## src/rtl/uart_apb_tx_sched.sv

```systemverilog
// uart_apb_tx_sched: APB master sharing the UART TX register among NREQ
// byte requesters; config write on reset exit, full-poll backoff, timeout.
module uart_apb_tx_sched #(
    parameter int         NREQ     = 2,
    parameter logic [7:0] CFG_VAL  = 8'h03,
    parameter int         POLL_GAP = 16,
    parameter int         TIMEOUT  = 64
) (
    input  logic              pclk,
    input  logic              preset,
    input  logic [NREQ-1:0]   req_valid,
    input  logic [8*NREQ-1:0] req_data,
    output logic [NREQ-1:0]   req_ready,
    output logic [1:0]        grant_id,
    output logic [3:0]        paddr,
    output logic              psel,
    output logic              penable,
    output logic              pwrite,
    output logic [7:0]        pwdata,
    input  logic [7:0]        prdata,
    input  logic              pready,
    output logic              cfg_done,
    output logic              err_to
);
    localparam logic [3:0] CFG_SETUP   = 4'd0;
    localparam logic [3:0] CFG_ACCESS  = 4'd1;
    localparam logic [3:0] IDLE        = 4'd2;
    localparam logic [3:0] POLL_SETUP  = 4'd3;
    localparam logic [3:0] POLL_ACCESS = 4'd4;
    localparam logic [3:0] POLL_CAPT   = 4'd5;
    localparam logic [3:0] BACKOFF     = 4'd6;
    localparam logic [3:0] WR_SETUP    = 4'd7;
    localparam logic [3:0] WR_ACCESS   = 4'd8;

    localparam int CMAX = (TIMEOUT > POLL_GAP) ? TIMEOUT : POLL_GAP;
    localparam int CW   = $clog2(CMAX + 1);

    logic [3:0]      state_q, state_d;
    logic [1:0]      grant_q, grant_d;
    logic [1:0]      rr_q, rr_d;
    logic [CW-1:0]   cnt_q, cnt_d;
    logic [7:0]      wdata_q, wdata_d;
    logic [NREQ-1:0] ready_q, ready_d;
    logic            cfg_done_q, cfg_done_d;
    logic            err_q, err_d;

    logic [3:0]  valid_ext;
    logic [31:0] data_ext;
    logic        arb_hit;
    logic [1:0]  arb_id;
    logic [2:0]  arb_sum;
    logic [1:0]  rr_next;
    logic        to_hit;
    logic        gap_hit;
    logic        unused_prdata;

    assign valid_ext     = 4'(req_valid);
    assign data_ext      = 32'(req_data);
    assign rr_next       = (grant_q == 2'(NREQ - 1)) ? 2'd0 : grant_q + 2'd1;
    assign to_hit        = (cnt_q == CW'(TIMEOUT - 1));
    assign gap_hit       = (cnt_q == CW'(POLL_GAP - 1));
    assign unused_prdata = ^prdata[7:1];

    // Walk downward so the candidate closest to the pointer wins last.
    always_comb begin
        arb_hit = 1'b0;
        arb_id  = 2'd0;
        arb_sum = 3'd0;
        for (int k = NREQ - 1; k >= 0; k--) begin
            arb_sum = {1'b0, rr_q} + 3'(k);
            if (arb_sum >= 3'(NREQ)) arb_sum = arb_sum - 3'(NREQ);
            if (valid_ext[arb_sum[1:0]]) begin
                arb_hit = 1'b1;
                arb_id  = arb_sum[1:0];
            end
        end
    end

    always_comb begin
        state_d    = state_q;
        grant_d    = grant_q;
        rr_d       = rr_q;
        cnt_d      = cnt_q;
        wdata_d    = wdata_q;
        ready_d    = '0;
        cfg_done_d = cfg_done_q;
        err_d      = err_q;
        unique case (state_q)
            CFG_SETUP: begin
                state_d = CFG_ACCESS;
                cnt_d   = '0;
            end
            CFG_ACCESS: begin
                if (pready) begin
                    cfg_done_d = 1'b1;
                    state_d    = IDLE;
                end else if (to_hit) begin
                    err_d   = 1'b1;
                    state_d = IDLE;
                end else begin
                    cnt_d = cnt_q + CW'(1);
                end
            end
            IDLE: begin
                // An aborted config write is retried from here.
                if (!cfg_done_q) begin
                    state_d = CFG_SETUP;
                end else if (arb_hit) begin
                    grant_d = arb_id;
                    state_d = POLL_SETUP;
                end
            end
            POLL_SETUP: begin
                state_d = POLL_ACCESS;
                cnt_d   = '0;
            end
            POLL_ACCESS: begin
                if (pready) begin
                    state_d = POLL_CAPT;
                end else if (to_hit) begin
                    err_d   = 1'b1;
                    state_d = IDLE;
                end else begin
                    cnt_d = cnt_q + CW'(1);
                end
            end
            POLL_CAPT: begin
                if (prdata[0]) begin
                    state_d = BACKOFF;
                    cnt_d   = '0;
                end else begin
                    state_d = WR_SETUP;
                    wdata_d = data_ext[{grant_q, 3'b000} +: 8];
                end
            end
            BACKOFF: begin
                if (gap_hit) state_d = POLL_SETUP;
                else cnt_d = cnt_q + CW'(1);
            end
            WR_SETUP: begin
                state_d = WR_ACCESS;
                cnt_d   = '0;
            end
            WR_ACCESS: begin
                if (pready) begin
                    ready_d = NREQ'(1) << grant_q;
                    rr_d    = rr_next;
                    state_d = IDLE;
                end else if (to_hit) begin
                    err_d   = 1'b1;
                    state_d = IDLE;
                end else begin
                    cnt_d = cnt_q + CW'(1);
                end
            end
            default: state_d = CFG_SETUP;
        endcase
    end

    always_comb begin
        psel    = 1'b0;
        penable = 1'b0;
        pwrite  = 1'b0;
        paddr   = 4'h0;
        pwdata  = 8'h00;
        case (state_q)
            CFG_SETUP, CFG_ACCESS: begin
                psel    = 1'b1;
                penable = (state_q == CFG_ACCESS);
                pwrite  = 1'b1;
                pwdata  = CFG_VAL;
            end
            POLL_SETUP, POLL_ACCESS: begin
                psel    = 1'b1;
                penable = (state_q == POLL_ACCESS);
                paddr   = 4'h2;
            end
            WR_SETUP, WR_ACCESS: begin
                psel    = 1'b1;
                penable = (state_q == WR_ACCESS);
                pwrite  = 1'b1;
                paddr   = 4'h2;
                pwdata  = wdata_q;
            end
            default: ;
        endcase
        // Bus stays quiet for as long as reset is held.
        if (preset) begin
            psel    = 1'b0;
            penable = 1'b0;
            pwrite  = 1'b0;
            paddr   = 4'h0;
            pwdata  = 8'h00;
        end
    end

    always_ff @(posedge pclk) begin
        if (preset) begin
            state_q    <= CFG_SETUP;
            grant_q    <= 2'd0;
            rr_q       <= 2'd0;
            cnt_q      <= '0;
            wdata_q    <= 8'h00;
            ready_q    <= '0;
            cfg_done_q <= 1'b0;
            err_q      <= 1'b0;
        end else begin
            state_q    <= state_d;
            grant_q    <= grant_d;
            rr_q       <= rr_d;
            cnt_q      <= cnt_d;
            wdata_q    <= wdata_d;
            ready_q    <= ready_d;
            cfg_done_q <= cfg_done_d;
            err_q      <= err_d;
        end
    end

    assign req_ready = ready_q;
    assign grant_id  = grant_q;
    assign cfg_done  = cfg_done_q;
    assign err_to    = err_q;
endmodule
```

## config.mk

```make
export PLATFORM = sky130hd
export DESIGN_NAME = uart_apb_tx_sched
export DESIGN_NICKNAME = d
export VERILOG_FILES = /design/src/rtl/uart_apb_tx_sched.sv
export SDC_FILE = /design/constraint.sdc
export NUM_CORES = 1
export LEC_CHECK = 0
export BUFFER_PORTS_ARGS = -buffer_cell sky130_fd_sc_hd__buf_2
export CAP_MARGIN = 20
export CORE_UTILIZATION = 55
export CTS_BUF_LIST = sky130_fd_sc_hd__clkbuf_8 sky130_fd_sc_hd__clkbuf_16
export CTS_CLUSTER_DIAMETER = 50
export DETAILED_ROUTE_END_ITERATION = 10
export GPL_TIMING_DRIVEN = 1
export PLACE_DENSITY_LB_ADDON = 0.05
export SLEW_MARGIN = 20
export SYNTH_ARGS = -nofsm -noshare
export SYNTH_HDL_FRONTEND = slang
export SYNTH_SLANG_ARGS = --single-unit
```

## constraint.sdc

```tcl
create_clock -name pclk -period 3.7 [get_ports pclk]
set_clock_uncertainty 0.1 [all_clocks]
set_input_delay 0.185 -clock pclk [delete_from_list [all_inputs] [get_ports pclk]]
set_output_delay 0.185 -clock pclk [all_outputs]
set_load 0.01 [all_outputs]
```

=== Word level (Yosys, flattened, before mapping) ===
Cells that the tools add are included.
Widths: inputs -> output; s select.

* Shift-type cells: 2
* Reduce and logical (&&, ||, !) cells: 19
* Muxes and demuxes: 34
* Add/subtract/negate cells: 5
* Magnitude comparators: 4
* Bitwise gates (word level): 3
* Equality and inequality tests: 17

{| class="wikitable"
|+ Operators by type and width
! cell !! count
|-
| $pmux 4 s8 || 1
|-
| $shiftx 32x6->8 || 1
|-
| $mux 4 || 7
|-
| $mux 7 || 4
|-
| $pmux 7 s4 || 1
|-
| $eq 4x3->1 const B || 4
|-
| $pmux 8 s2 || 1
|-
| $mux 2 || 6
|-
| $mux 1 || 10
|-
| $ne 2x2->1 const B || 5
|-
| $reduce_or 3->1 || 3
|-
| $eq 4x2->1 const B || 2
|-
| $mux 8 || 1
|-
| $reduce_and 2->1 || 4
|-
| $reduce_or 2->1 || 4
|-
| $reduce_or 4->1 || 2
|-
| $add 7x1->7 const B || 1
|-
| $eq 7x4->1 const B || 1
|-
| $eq 7x6->1 const B || 1
|-
| $lt 2x3->1 const B || 2
|-
| $reduce_and 3->1 || 2
|-
| $reduce_or 6->1 || 1
|-
| $reduce_and 5->1 || 1
|-
| $bmux 1 s2 || 2
|-
| 14 further kinds || 17
|}

* Bits of input ports: 29
* Word-level logic and storage cells: 92
* Register bits: 27

=== Logic depth before layout (Yosys ltp) ===
* Depth in word-level cells: 10
* Depth in mapped cells: 7
* Depth with buffers taken out: 6

=== Worst setup path before layout ===
No wires, ideal clock.

* Path kind: register to register
* Start point: register cnt_q[0]
* End point: register cnt_q[6]
* Clock period less this slack: 1.781 ns
* Path slack: 1.919 ns
* Arrival time: 1.593 ns
* Setup time: 0.088 ns
* Cell stages (with the launch flop): 7
* Required time: 3.512 ns
* Path through: dfxtp_1 > ha_1 > and4b_1 > a31oi_2 > o2111ai_4 > nand2b_4 > o32ai_2

* Longest elaborated chain between the ends: 4

{| class="wikitable"
|+ Ends and longest elaborated chain
! item !! line !! text
|-
| start: declaration || 41 || <nowiki>logic [CW-1:0] cnt_q, cnt_d;</nowiki>
|-
| start signal: assignment || 211 || <nowiki>cnt_q <= cnt_d;</nowiki>
|-
| $add 7x1->7 || -- ||
|-
| $mux 7 || 97, 120, 149 ||
|-
| $mux 7 || 118 || <nowiki>if (pready) begin</nowiki>
|-
| $pmux 7 s4 || 88 || <nowiki>unique case (state_q)</nowiki>
|}

Parallel ways exist; a longest one is shown, timed or not. The select of a mux whose other input is x is not followed.
A chain may end at the register's enable or synchronous reset.

=== Worst setup path after layout ===
* Start point: register state_q[2]
* End point: output port pwdata[7]

* Longest elaborated chain between the ends: 4

{| class="wikitable"
|+ Ends and longest elaborated chain
! item !! line !! text
|-
| start: declaration || 38 || <nowiki>logic [3:0] state_q, state_d;</nowiki>
|-
| start signal: assignment || 208 || <nowiki>state_q <= state_d;</nowiki>
|-
| $eq 4x4->1, or another cell as far along || 166 || <nowiki>case (state_q)</nowiki>
|-
| $reduce_or 2->1 || -- ||
|-
| $pmux 8 s2 (*) || 166 ||
|-
| $mux 8 (*) || 188 || <nowiki>if (preset) begin</nowiki>
|-
| end: declaration || 19 || <nowiki>output logic [7:0] pwdata,</nowiki>
|}

Every way passes the cells marked *; elsewhere a longest branch is shown, timed or not.

==> results by group <==
Outcome
  • Run status: finished with violations
  • Failing checks: DRC

Layout
  • Most frequent cells in the layout: buf_2 (39), dfxtp_1 (27), nor2_1 (26)
  • Cell area after layout: 0.001857 mm²
  • FILL cells: 243
  • N_diodes: 0
  • Most common cell after layout, fill and taps aside: buf_2
  • Share of post-route cells with drive strength above 1: 21.19%
  • Util after Layout: 66.19%
  • Synthesis-to-finish area growth: 11.75%
  • Fin nets: 267

Worst setup path
  • Capturing point of the worst reg2reg path: cnt_q[6]
  • Buf/Inv on CP: 1
  • R2r setup slk: 1470 ps
  • Reg2reg start: state_q[2]
  • CP max stage delay: 810 ps
  • Critical path capture point type: primary output
  • Delay-heaviest family, CP: flip-flops
  • Startpoint types: flip-flop
  • Setup CP Type: reg -> out
  • Cell at the slowest stage of the critical path: dfxtp_1
  • WP data arrival: 2070 ps
  • Worst r2r path cells: 5
  • Worst Path Max Fanout: 21
  • Worst path cell trace: nand3_1 -> a21oi_1 -> and2_1 -> buf_2
  • Req. time, crit path: 3410 ps

Synthesis
  • Simple-Gate Fraction of Synth Area: 28.84%
  • Post-synthesis compound-gate area fraction: 22.44%
  • Synth top area share: 32.53%
  • Cells after Synth: 208
  • Post-synthesis mux area share: 6.627%
  • Yosys warning count: 0
  • Xor/xnor share of the synthesized area: 1.054%
  • Yosys reg bits: 27
  • Number of flops mapped to enable cells by yosys: 0
  • Largest area contributor in the netlist: dfxtp_1
  • Avg Synthesized Cell Area: 7.988 µm²
  • Cell Area, Synth: 0.001662 mm²
  • Largest family of logic cells by synthesized area: simple AND/OR/NAND/NOR gates
  • Largest cells by area after synthesis: dfxtp_1 (33%), a21oi_1 (7.5%), mux2i_1 (6.6%), nor2_1 (5.9%), nor3_1 (3.9%)
  • Post-synthesis adder-cell area fraction: 0.7530%
  • Post-synth ARST share: 0%
  • Unique masters post-synth: 44
  • Synth Flop Type: dfxtp_1
  • Sequential share of the synthesized area: 32.53%

Clock tree
  • CTS tree: yes
  • Clock slew at the register clock pins of the worst setup and hold paths: 100 ps
  • Hold buffer count at CTS: 0
  • Clk_lat worst skew: 270 ps
  • TritonCTS buffer count: 3
  • CTS Buffer Depth: 2
  • Setup bufs post-CTS: 0
  • CTS root buf: clkbuf_8
  • Post-CTS sizing: 0
  • H-Tree Depth: 1
  • Clock Sink Count: 27

STA
  • Minimum clock period after layout: 2359 ps
  • Final setup fails: 0
  • Hold Vio Cnt, Final: 0
  • RSZ-0062 raised after global routing: no
  • Fmax: 423.8 MHz
  • Worst slew pin tran: 745.8 ps
  • Relative slew margins: 50.21%
  • Setup TNS: 0 ps
  • Crit share post-route: 63.77%
  • Final Max Slew Viols: 0

Route
  • Initial DRC Count: 75
  • Post-route ant nets: 0
  • Top sig layer: met4
  • Metal-1 WL: 1716 µm
  • Drt pass-1 iters: 8
  • Routed WL per cell: 13.56 µm
  • Routed vias/inst: 5.846
  • Final WL: 3620 µm
  • Met3 wire length: 106 µm
  • DRC viols: 8
  • Via count: 1561
  • Met2 WL: 1753 µm

Floorplan
  • Core area: 0.002805 mm²
  • Vert. Die Dim: 56.97 µm
  • Die boundary width: 56.97 µm
  • Initial core utilization: 59.23%
  • Die ar.: 0.003245 mm²
  • Std cell rows: 19
  • # IOs: 50

Hold path
  • Min-delay src: req_valid[1]
  • Worst hold stages: 3
  • HP Class: in -> reg
  • Worst Hold End: grant_id[0]

Placement
  • Final RePlAce weighted congestion: 0.8647
  • Placed inst area: 0.001808 mm²
  • Port Buffers: 39
  • DP HPWL: 2557 µm

Job
  • Number of max-cap violations: 0

Pwr
  • Pwr Density: 408.1 mW/mm²
  • Lkg Pwr: 0.7192 nW
  • Maximum vdd drop: 283.1 µV

GRT
  • Initial antenna violation count: 0
  • Largest net degree at the start of global routing: 38
  • First-pass GRT wire length: 6037 µm
  • Vias in the first global route: 1434
  • Tot GR Track Use: 23.22%
  • GR Overflow Total: 0
-- synthesized netlist by cell type, types with 5 or more instances --
cell type / count
a21oi_1: 25
and2_1: 7
clkbuf_1: 7
dfxtp_1: 27
inv_1: 8
mux2i_1: 11
nand2_1: 6
nand3_1: 10
nor2_1: 26
nor3_1: 13
o21a_1: 5
or3_1: 6
-- stage by stage --
| step | worst slack (ps) | total power, mW | std cells | hold WS, ps |
|---|---|---|---|---|
| after global placement | 1511 | 0.5799 | 263 | 351.2 |
| after detailed placement | 1515 | 0.5886 | 263 | 359.3 |
| after floorplan | 1919 | 0.5383 | 210 | 236.9 |
| final | 1341 | 0.7578 | 267 | 75.57 |
| after CTS | 1365 | 0.7603 | 267 | 73.07 |
| after global routing | 1177 | 0.8040 | 267 | 74.00 |
-- final cells by class --
class | count | area (µm²) | area share, %
Tap cell | 31 | 38.79 | 2.089
Inverter | 8 | 30.03 | 1.617
Clock buffer | 3 | 41.29 | 2.224
Multi-Input combinational cell | 158 | 1003 | 54.04
Clock inverter | 1 | 7.507 | 0.4043
Sequential cell | 27 | 540.5 | 29.11
Timing Repair Buffer | 39 | 195.2 | 10.51
-- how the worst max path moves through the flow --
stage	startpoint	endpoint	slack, ps	cells past startpoint
after global routing	state_q[2]	pwdata[7]	1180	5
after global placement	state_q[2]	cnt_q[6]	1510	5
after floorplan	cnt_q[0]	cnt_q[6]	1920	6
final	state_q[2]	pwdata[7]	1340	4
after CTS	state_q[2]	pwdata[7]	1370	5
after detailed placement	state_q[2]	cnt_q[6]	1510	5
-- flip-flops by register name (all words and copies together) (netlist names) --
| signal | count |
|---|---|
| err_to | 1 |
| req_ready | 2 |
| rr_q | 2 |
| grant_id | 2 |
| cfg_done | 1 |
| wdata_q | 8 |
| cnt_q | 7 |
| state_q | 4 |
-- per-layer routing --
layer | up-vias | GRT usage [%]
li1 | 795 | -
met1 | 731 | 29.02
met2 | 30 | 41.68
met3 | 5 | 2.721
met4 | 0 | 7.317
met5 | - | 0
-- where the power goes --
part	leakage (nW)	switching [mW]	internal [mW]
Sequential	0.218	0.0387	0.304
Clock	0.0217	0.0964	0.0765
Combinational	0.479	0.129	0.113
Total	0.719	0.264	0.494
-- cell families after synthesis --
family | after synthesis
buffers and inverters | 25
AO/OA/AOI/OAI | 52
AND/OR/NAND/NOR | 89
other | 1
flip-flops | 27
XOR/XNOR | 2
adder cells (fa/ha/maj) | 1
multiplexers | 11
-- worst min-delay path: stages --
cell and delay, ps:
buf_2 110, nand3_1 60, a21oi_1 60
Power figures use the tool's default switching activity.
